===== config.mk =====
export PLATFORM = sky130hd
export DESIGN_NAME = onehot_index_encoder_flat
export DESIGN_NICKNAME = d
export VERILOG_FILES = /design/src/rtl/onehot_index_encoder_pkg.sv /design/src/rtl/onehot_index_encoder_if.sv /design/src/rtl/onehot_index_encoder_priority_encoder.sv /design/src/rtl/onehot_index_encoder.sv /design/src/flat_wrapper.sv
export SDC_FILE = /design/constraint.sdc
export NUM_CORES = 1
export LEC_CHECK = 0
export BUFFER_PORTS_ARGS = -buffer_cell sky130_fd_sc_hd__clkbuf_2
export CAP_MARGIN = 20
export CORE_AREA = 3 3 40 42
export CTS_BUF_LIST = sky130_fd_sc_hd__clkbuf_16
export CTS_CLUSTER_SIZE = 25
export DETAILED_ROUTE_END_ITERATION = 10
export DIE_AREA = 0 0 43 45
export MAX_ROUTING_LAYER = met4
export PLACE_DENSITY = 0.77
export REMOVE_ABC_BUFFERS = 1
export SLEW_MARGIN = 20
export SYNTH_ARGS = -nofsm -noshare
export SYNTH_HDL_FRONTEND = slang
export SYNTH_SLANG_ARGS = --single-unit

===== constraint.sdc =====
create_clock -name clk -period 7.7 [get_ports clk]
set_clock_uncertainty 0.2 [all_clocks]
set_input_delay 1.925 -clock clk [delete_from_list [all_inputs] [get_ports clk]]
set_output_delay 1.925 -clock clk [all_outputs]
set_load 0.01 [all_outputs]

===== src/rtl/onehot_index_encoder_pkg.sv =====
// Shared definitions for the one-hot/index encoder family: FSM state type and
// an elaboration-time clog2 helper.
package onehot_index_encoder_pkg;

  typedef enum logic {
    ST_IDLE = 1'b0,
    ST_SCAN = 1'b1
  } state_e;

  function automatic int unsigned clog2(input int unsigned v);
    int unsigned r;
    r = 0;
    for (int unsigned i = 0; i < 32; i++) begin
      if ((64'(1) << i) < 64'(v)) r = i + 1;
    end
    return r;
  endfunction

endpackage


===== src/rtl/onehot_index_encoder_if.sv =====
// Bitmap-in / index-out handshake bundle. master = producer/consumer side,
// slave = encoder side.
interface onehot_index_encoder_if #(
  parameter int unsigned N = 8,
  parameter int unsigned W = 3
);
  logic [N-1:0] in_vec;
  logic         in_valid;
  logic         in_ready;
  logic [W-1:0] idx_out;
  logic         out_valid;
  logic         out_ready;
  logic         out_last;
  logic         zero_drop;

  modport master (
    output in_vec, in_valid, out_ready,
    input  in_ready, idx_out, out_valid, out_last, zero_drop
  );

  modport slave (
    input  in_vec, in_valid, out_ready,
    output in_ready, idx_out, out_valid, out_last, zero_drop
  );
endinterface


===== src/rtl/onehot_index_encoder_priority_encoder.sv =====
// Combinational priority encoder: index of the first set bit (LSB- or
// MSB-first), plus any-set and exactly-one-set flags.
module priority_encoder
  import onehot_index_encoder_pkg::*;
#(
  parameter int unsigned N         = 8,
  parameter int unsigned W         = 3,
  parameter int unsigned LSB_FIRST = 1
) (
  input  logic [N-1:0] vec,
  output logic [W-1:0] idx,
  output logic         any,
  output logic         onehot
);
  localparam logic [N-1:0] ONE = {{(N-1){1'b0}}, 1'b1};

  // Later matches overwrite earlier ones, so scan direction sets priority.
  always_comb begin
    idx = '0;
    if (LSB_FIRST != 0) begin
      for (int unsigned i = N; i > 0; i--) begin
        if (vec[i-1]) idx = W'(i - 1);
      end
    end else begin
      for (int unsigned i = 0; i < N; i++) begin
        if (vec[i]) idx = W'(i);
      end
    end
  end

  assign any    = |vec;
  assign onehot = any && ((vec & (vec - ONE)) == '0);

endmodule


===== src/rtl/onehot_index_encoder.sv =====
// Accepts an N-bit request bitmap and streams out one binary index per set
// bit in priority order; holds the pending register, FSM and handshakes.
module onehot_index_encoder
  import onehot_index_encoder_pkg::*;
#(
  parameter int unsigned N         = 8,
  parameter int unsigned W         = 3,
  parameter int unsigned LSB_FIRST = 1
) (
  input  logic                   clk,
  input  logic                   rst,
  onehot_index_encoder_if.slave  bus
);
  if (N < 2 || N > 32) begin : g_bad_n
    $error("onehot_index_encoder: N=%0d out of range 2..32", N);
  end
  if (W != clog2(N)) begin : g_bad_w
    $error("onehot_index_encoder: W=%0d must equal clog2(N)=%0d", W, clog2(N));
  end

  localparam logic [N-1:0] ONE = {{(N-1){1'b0}}, 1'b1};

  state_e       state_q, state_d;
  logic [N-1:0] pending_q, pending_d;
  logic         zero_drop_q, zero_drop_d;
  logic [W-1:0] pend_idx;
  logic         pend_any;
  logic         pend_onehot;

  priority_encoder #(
    .N         (N),
    .W         (W),
    .LSB_FIRST (LSB_FIRST)
  ) u_penc (
    .vec    (pending_q),
    .idx    (pend_idx),
    .any    (pend_any),
    .onehot (pend_onehot)
  );

  always_comb begin
    state_d     = state_q;
    pending_d   = pending_q;
    zero_drop_d = 1'b0;
    unique case (state_q)
      ST_IDLE: begin
        if (bus.in_valid) begin
          if (bus.in_vec != '0) begin
            pending_d = bus.in_vec;
            state_d   = ST_SCAN;
          end else begin
            zero_drop_d = 1'b1;
          end
        end
      end
      ST_SCAN: begin
        if (bus.out_ready && pend_any) begin
          if (pend_onehot) begin
            pending_d = '0;
            state_d   = ST_IDLE;
          end else begin
            pending_d = pending_q & ~(ONE << pend_idx);
          end
        end
      end
      default: state_d = ST_IDLE;
    endcase
  end

  always_ff @(posedge clk or posedge rst) begin
    if (rst) begin
      state_q     <= ST_IDLE;
      pending_q   <= '0;
      zero_drop_q <= 1'b0;
    end else begin
      state_q     <= state_d;
      pending_q   <= pending_d;
      zero_drop_q <= zero_drop_d;
    end
  end

  assign bus.in_ready  = (state_q == ST_IDLE);
  assign bus.out_valid = (state_q == ST_SCAN);
  assign bus.idx_out   = pend_idx;
  assign bus.out_last  = pend_onehot;
  assign bus.zero_drop = zero_drop_q;

endmodule

===== src/flat_wrapper.sv =====
// flat-port wrapper written by rule: the top's interface ports become plain ports
module onehot_index_encoder_flat import onehot_index_encoder_pkg::*;
#(
  parameter int unsigned N         = 8,
  parameter int unsigned W         = 3,
  parameter int unsigned LSB_FIRST = 1
)
  (clk, rst, bus_in_vec, bus_in_valid, bus_out_ready, bus_in_ready, bus_idx_out, bus_out_valid, bus_out_last, bus_zero_drop);
  onehot_index_encoder_if #(.N(N), .W(W)) bus_i ();
  input  logic clk;
  input  logic rst;
  input wire logic [$bits(bus_i.in_vec)-1:0] bus_in_vec;
  input wire logic [$bits(bus_i.in_valid)-1:0] bus_in_valid;
  input wire logic [$bits(bus_i.out_ready)-1:0] bus_out_ready;
  output wire logic [$bits(bus_i.in_ready)-1:0] bus_in_ready;
  output wire logic [$bits(bus_i.idx_out)-1:0] bus_idx_out;
  output wire logic [$bits(bus_i.out_valid)-1:0] bus_out_valid;
  output wire logic [$bits(bus_i.out_last)-1:0] bus_out_last;
  output wire logic [$bits(bus_i.zero_drop)-1:0] bus_zero_drop;
  assign bus_i.in_vec = bus_in_vec;
  assign bus_i.in_valid = bus_in_valid;
  assign bus_i.out_ready = bus_out_ready;
  assign bus_in_ready = bus_i.in_ready;
  assign bus_idx_out = bus_i.idx_out;
  assign bus_out_valid = bus_i.out_valid;
  assign bus_out_last = bus_i.out_last;
  assign bus_zero_drop = bus_i.zero_drop;
  onehot_index_encoder #(.N(N), .W(W), .LSB_FIRST(LSB_FIRST)) u_core (.clk(clk), .rst(rst), .bus(bus_i));
endmodule

### Yosys cells after proc, flatten, opt, wreduce, memory -nomap -nowiden

Index checks and enable logic that the tools add are counted.

| storage, ports and cells | value |
|---|---|
| logic and storage cells | 39 |
| output and inout port bits | 7 |
| bits in registers | 10 |

| operators by class | value |
|---|---|
| bitwise operators | 4 |
| shifts and indexed selects | 1 |
| multiplexer cells | 21 |
| equal/unequal tests | 3 |
| add/subtract/negate cells | 1 |
| reductions and logical operators | 6 |

Operators by type and width:

| cell | number |
|---|---|
| $mux W8 | 4 |
| $mux W3 | 8 |
| $and A8 B8 Y8 | 2 |
| $pmux W8 S2 | 1 |
| $logic_not A8 Y1 | 1 |
| $not A8 Y8 | 1 |
| $reduce_bool A8 Y1 | 1 |
| $reduce_or A8 Y1 | 1 |
| $shl A1 B3 Y8 const A | 1 |
| $sub A8 B1 Y8 const B | 1 |
| $mux W1 | 7 |
| $ne A2 B2 Y1 const B | 2 |
| $reduce_and A3 Y1 | 1 |
| $logic_and A1 B1 Y1 | 2 |
| $ne A2 B1 Y1 const B | 1 |
| $pmux W1 S2 | 1 |
| $not A1 Y1 | 1 |

### Longest topological paths before layout

| depth | value |
|---|---|
| depth in word-level cells | 14 |
| depth in mapped cells | 6 |
| gate-level depth less buffers | 5 |

### Cells and area by module

From an unflattened synthesis, not the netlist that was laid out.

| second synthesis, totals | value |
|---|---|
| cells, all modules | 79 |
| area total of the unflattened synthesis | 691.9 um^2 |

By module, submodules not included:

| module | times used | cells an instance | area an instance (um^2) | sequential area each (um^2) |
|---|---|---|---|---|
| onehot_index_encoder | 1 | 55 | 529.3 | 250.2 |
| priority_encoder | 1 | 24 | 162.7 | 0.0 |

### Worst setup path before layout

No wires, ideal clock.

| timing | value |
|---|---|
| path kind | flip-flop to output port |
| from | register u_core.pending_q[0] |
| to | output bus_out_last |
| slack | 3.820 ns |
| cell stages (with the launch flop) | 5 |
| required time | 5.575 ns |
| arrival time | 1.755 ns |
| path through | dfrtp_1 or4_4 o21ai_1 or4b_1 a21oi_2 |

| on the way | value |
|---|---|
| cells in the longest elaborated chain, start to end | 4 |
| elaborated cells between the ends (all ways) | 5 |
| classes of those cells | add/sub (1); bitwise (1); reduce/logical (3) |

RTL lines:

| item | RTL line | text |
|---|---|---|
| start: declaration | onehot_index_encoder.sv:24 | `logic [N-1:0] pending_q, pending_d;` |
| start signal: assignment | onehot_index_encoder.sv:77 | `pending_q <= pending_d;` |
| $sub A8 B1 Y8 | onehot_index_encoder_priority_encoder.sv:32 | `assign onehot = any && ((vec & (vec - ONE)) == '0);` |
| $and A8 B8 Y8 | onehot_index_encoder_priority_encoder.sv:32 |  |
| $logic_not A8 Y1 | onehot_index_encoder_priority_encoder.sv:32 |  |
| $logic_and A1 B1 Y1 (*) | onehot_index_encoder_priority_encoder.sv:32 |  |
| end: declaration | flat_wrapper.sv:18 | `output wire logic [$bits(bus_i.out_last)-1:0] bus_out_last;` |

Every way passes the cells marked *; elsewhere a longest branch is shown, timed or not.

### Worst setup path after layout

Ends and elaborated chain as after synthesis.

==> flow_summary.ini <==
[grt]
grt_pass1_wl_mm = 2.89
antenna_found_initial = 0
track_usage = 0.208
grt_pass1_vias = 631
grt_max_degree = 11
overflow = 0

[run]
maxCapViolCount = 0

[floorplan]
die_w_microns = 43
initial_core_util = 0.514
dieHeight_microns = 45
io_pins = 19
dieArea_sq_um = 1940
rows = 13
coreArea_sq_um = 1280

[detailed_routing]
wl_per_cell_microns = 16.4
initialDrtViolationCount = 23
postRouteAntennaNets = 0
vias_per_cell = 6.65
drc = 0
wirelength_mm = 1.82
dr.pass1.iters = 4
num_vias = 738

[worst_hold_path]
holdPathEnd = u_core.pending_q[7]$_DFFE_PP0P_
hp-start = u_core.pending_q[7]$_DFFE_PP0P_
hold_depth = 2
hold_path_class = reg2reg

[clock_tree]
cts_root_buf = clkbuf_16
hold_buffers = 0
cts_tree = done
cts_resized = 0
postCtsSetupRepairBufs = 0
cts_made_buffers = 3
clk_pin_slew_worst_paths_ns = 0.04
clock-sinks = 10
clock_latency_ns = 0.23
clk_path_buf_depth = 2
htree_num_levels = 1

[cells_and_area]
fillCellCount = 115
register_area_sq_um = 250
layout_commonest_cell = clkbuf_2
multi_input_area_sq_um = 372
syn_to_final_growth_pct = 25.4
final_nets = 109
insertedDiodeCount = 0
final_cell_mix = clkbuf_2, nor2_1, dfrtp_1, nand2_1
layout-drive-gt1-share = 0.281

[setup_path]
path_cells = or4_4 -> o21ai_1 -> or4b_1 -> a21oi_2 -> clkbuf_2
crit_fanout = 7
crit_path_end_kind = primary output
cp.required_ns = 5.58
worst-path-buf-inv = 1
slowest_stage = or4_4
cp_top_family = simple AND/OR/NAND/NOR gates
reg2reg_from = u_core.pending_q[0]$_DFFE_PP0P_
r2r_cells = 5
rr_endpoint = u_core.pending_q[1]$_DFFE_PP0P_
rrSetupSlack_ns = 5.29
worstSetupPathType = reg2out
worstPathArrival_ns = 2.24
startpoint_type = flip-flop
cp-startpoint = u_core.pending_q[0]$_DFFE_PP0P_
crit_path_max_incr_delay_ns = 0.60

[power_and_ir_drop]
p_per_area_nw_per_um2 = 482
peakVddDrop_mv = 0.208
p_leak_uw = 0.000395
finalPower_uw = 399

[sta]
period_share = 0.567
worstMarginPinSlew_ns = 0.650
timing.fmax_ghz = 0.229
min_period_ns = 4.36
slew_headroom = 0.566
hold_violations = 0
final_max_slew_viol_count = 0
tns_ns = 0
hold_ws_ns = 0.421
setup_viol = 0
rsz0062_at_grt = no

[yosys]
yosysSeqAreaShare = 0.379
avgSynthCellArea_sq_um = 8.36
syn_area_sq_um = 661
yosysWarnings = 0
syn-instance-count = 79
ys_seq_elements = 10
yosysUniqueCellTypes = 36
synth_ff_type = dfrtp_1
synth_edf_count = 0
async_flop_share = 1.00

[run_status]
status = complete, no violations

[placement]
hpwl_mm = 1.27
place_congestion = 0.895
portBuffers = 18
-- layer usage --
metal | vias to the layer above | part of all wire | track usage
li1 | 335 | - | -
met1 | 359 | 0.40 | 0.251
met2 | 36 | 0.51 | 0.350
met3 | 8 | 0.075 | 0.0398
met4 | 0 | 0.020 | 0.0723
met5 | - | 0 | -
-- state kept, by name (all words and copies together) (netlist names) --
register,count
u_core.bus.out_valid,1
u_core.bus.zero_drop,1
u_core.pending_q,8
-- metrics by stage --
step                setup WS, ns  instance area, sq um  std cells   util
floorplan                   3.82                   641         74      -
global placement            3.65                   749        107  0.583
detailed placement          3.61                   749        107  0.583
CTS                         3.36                   828        111  0.645
global route                3.24                   828        111  0.645
finish                      3.34                   828        111  0.645
-- worst max-delay path by stage --
stage	endpoint	slack [ns]	cells past startpoint
floorplan	bus_out_last	3.82	4
global route	bus_out_last	3.24	5
detailed placement	bus_out_last	3.61	5
CTS	bus_out_last	3.36	5
global placement	bus_out_last	3.65	5
finish	bus_out_last	3.34	5
-- area by class of cell --
class                           count  area share
Tap cell                           15      0.0227
Multi-Input combinational cell     59       0.449
Clock inverter                      1     0.00453
Inverter                            5      0.0227
Timing Repair Buffer               18       0.109
Sequential cell                    10       0.302
Clock buffer                        3      0.0906
-- cells by family (layout without fill, tap and decap cells) --
kind of cell | after synthesis | count (layout) | share of synthesized area
AND/OR/NAND/NOR | 34 | 34 | 0.280
AO/OA/AOI/OAI | 24 | 24 | 0.267
flip-flops | 10 | 10 | 0.379
buffers and inverters | 10 | 27 | 0.0587
adder cells (fa/ha/maj) | 1 | 1 | 0.0152
-- Yosys cell counts, types with 2 or more instances --
cell      number  area (sq um)
a221o_1        3          30.0
nor4_1         4          25.0
nand2_1        7          26.3
nor2_1        10          37.5
a21oi_1        5          25.0
clkbuf_1       4          15.0
nor2b_1        2          12.5
o21ai_0        2          10.0
a32oi_1        2          17.5
inv_1          5          18.8
dfrtp_1       10           250
-- power by group --
group,leakage (uW),switching (uW),internal (uW)
combinational,0.000232,104,87.2
sequential,0.000124,43.1,74.3
clock,0.0000385,23.1,68.0
-- tightest hold or removal path: stages, from the launching register on --
cell,delay (ns)
dfrtp_1,0.42
a22oi_1,0.09
o31ai_1,0.07
Power figures use the tool's default switching activity.
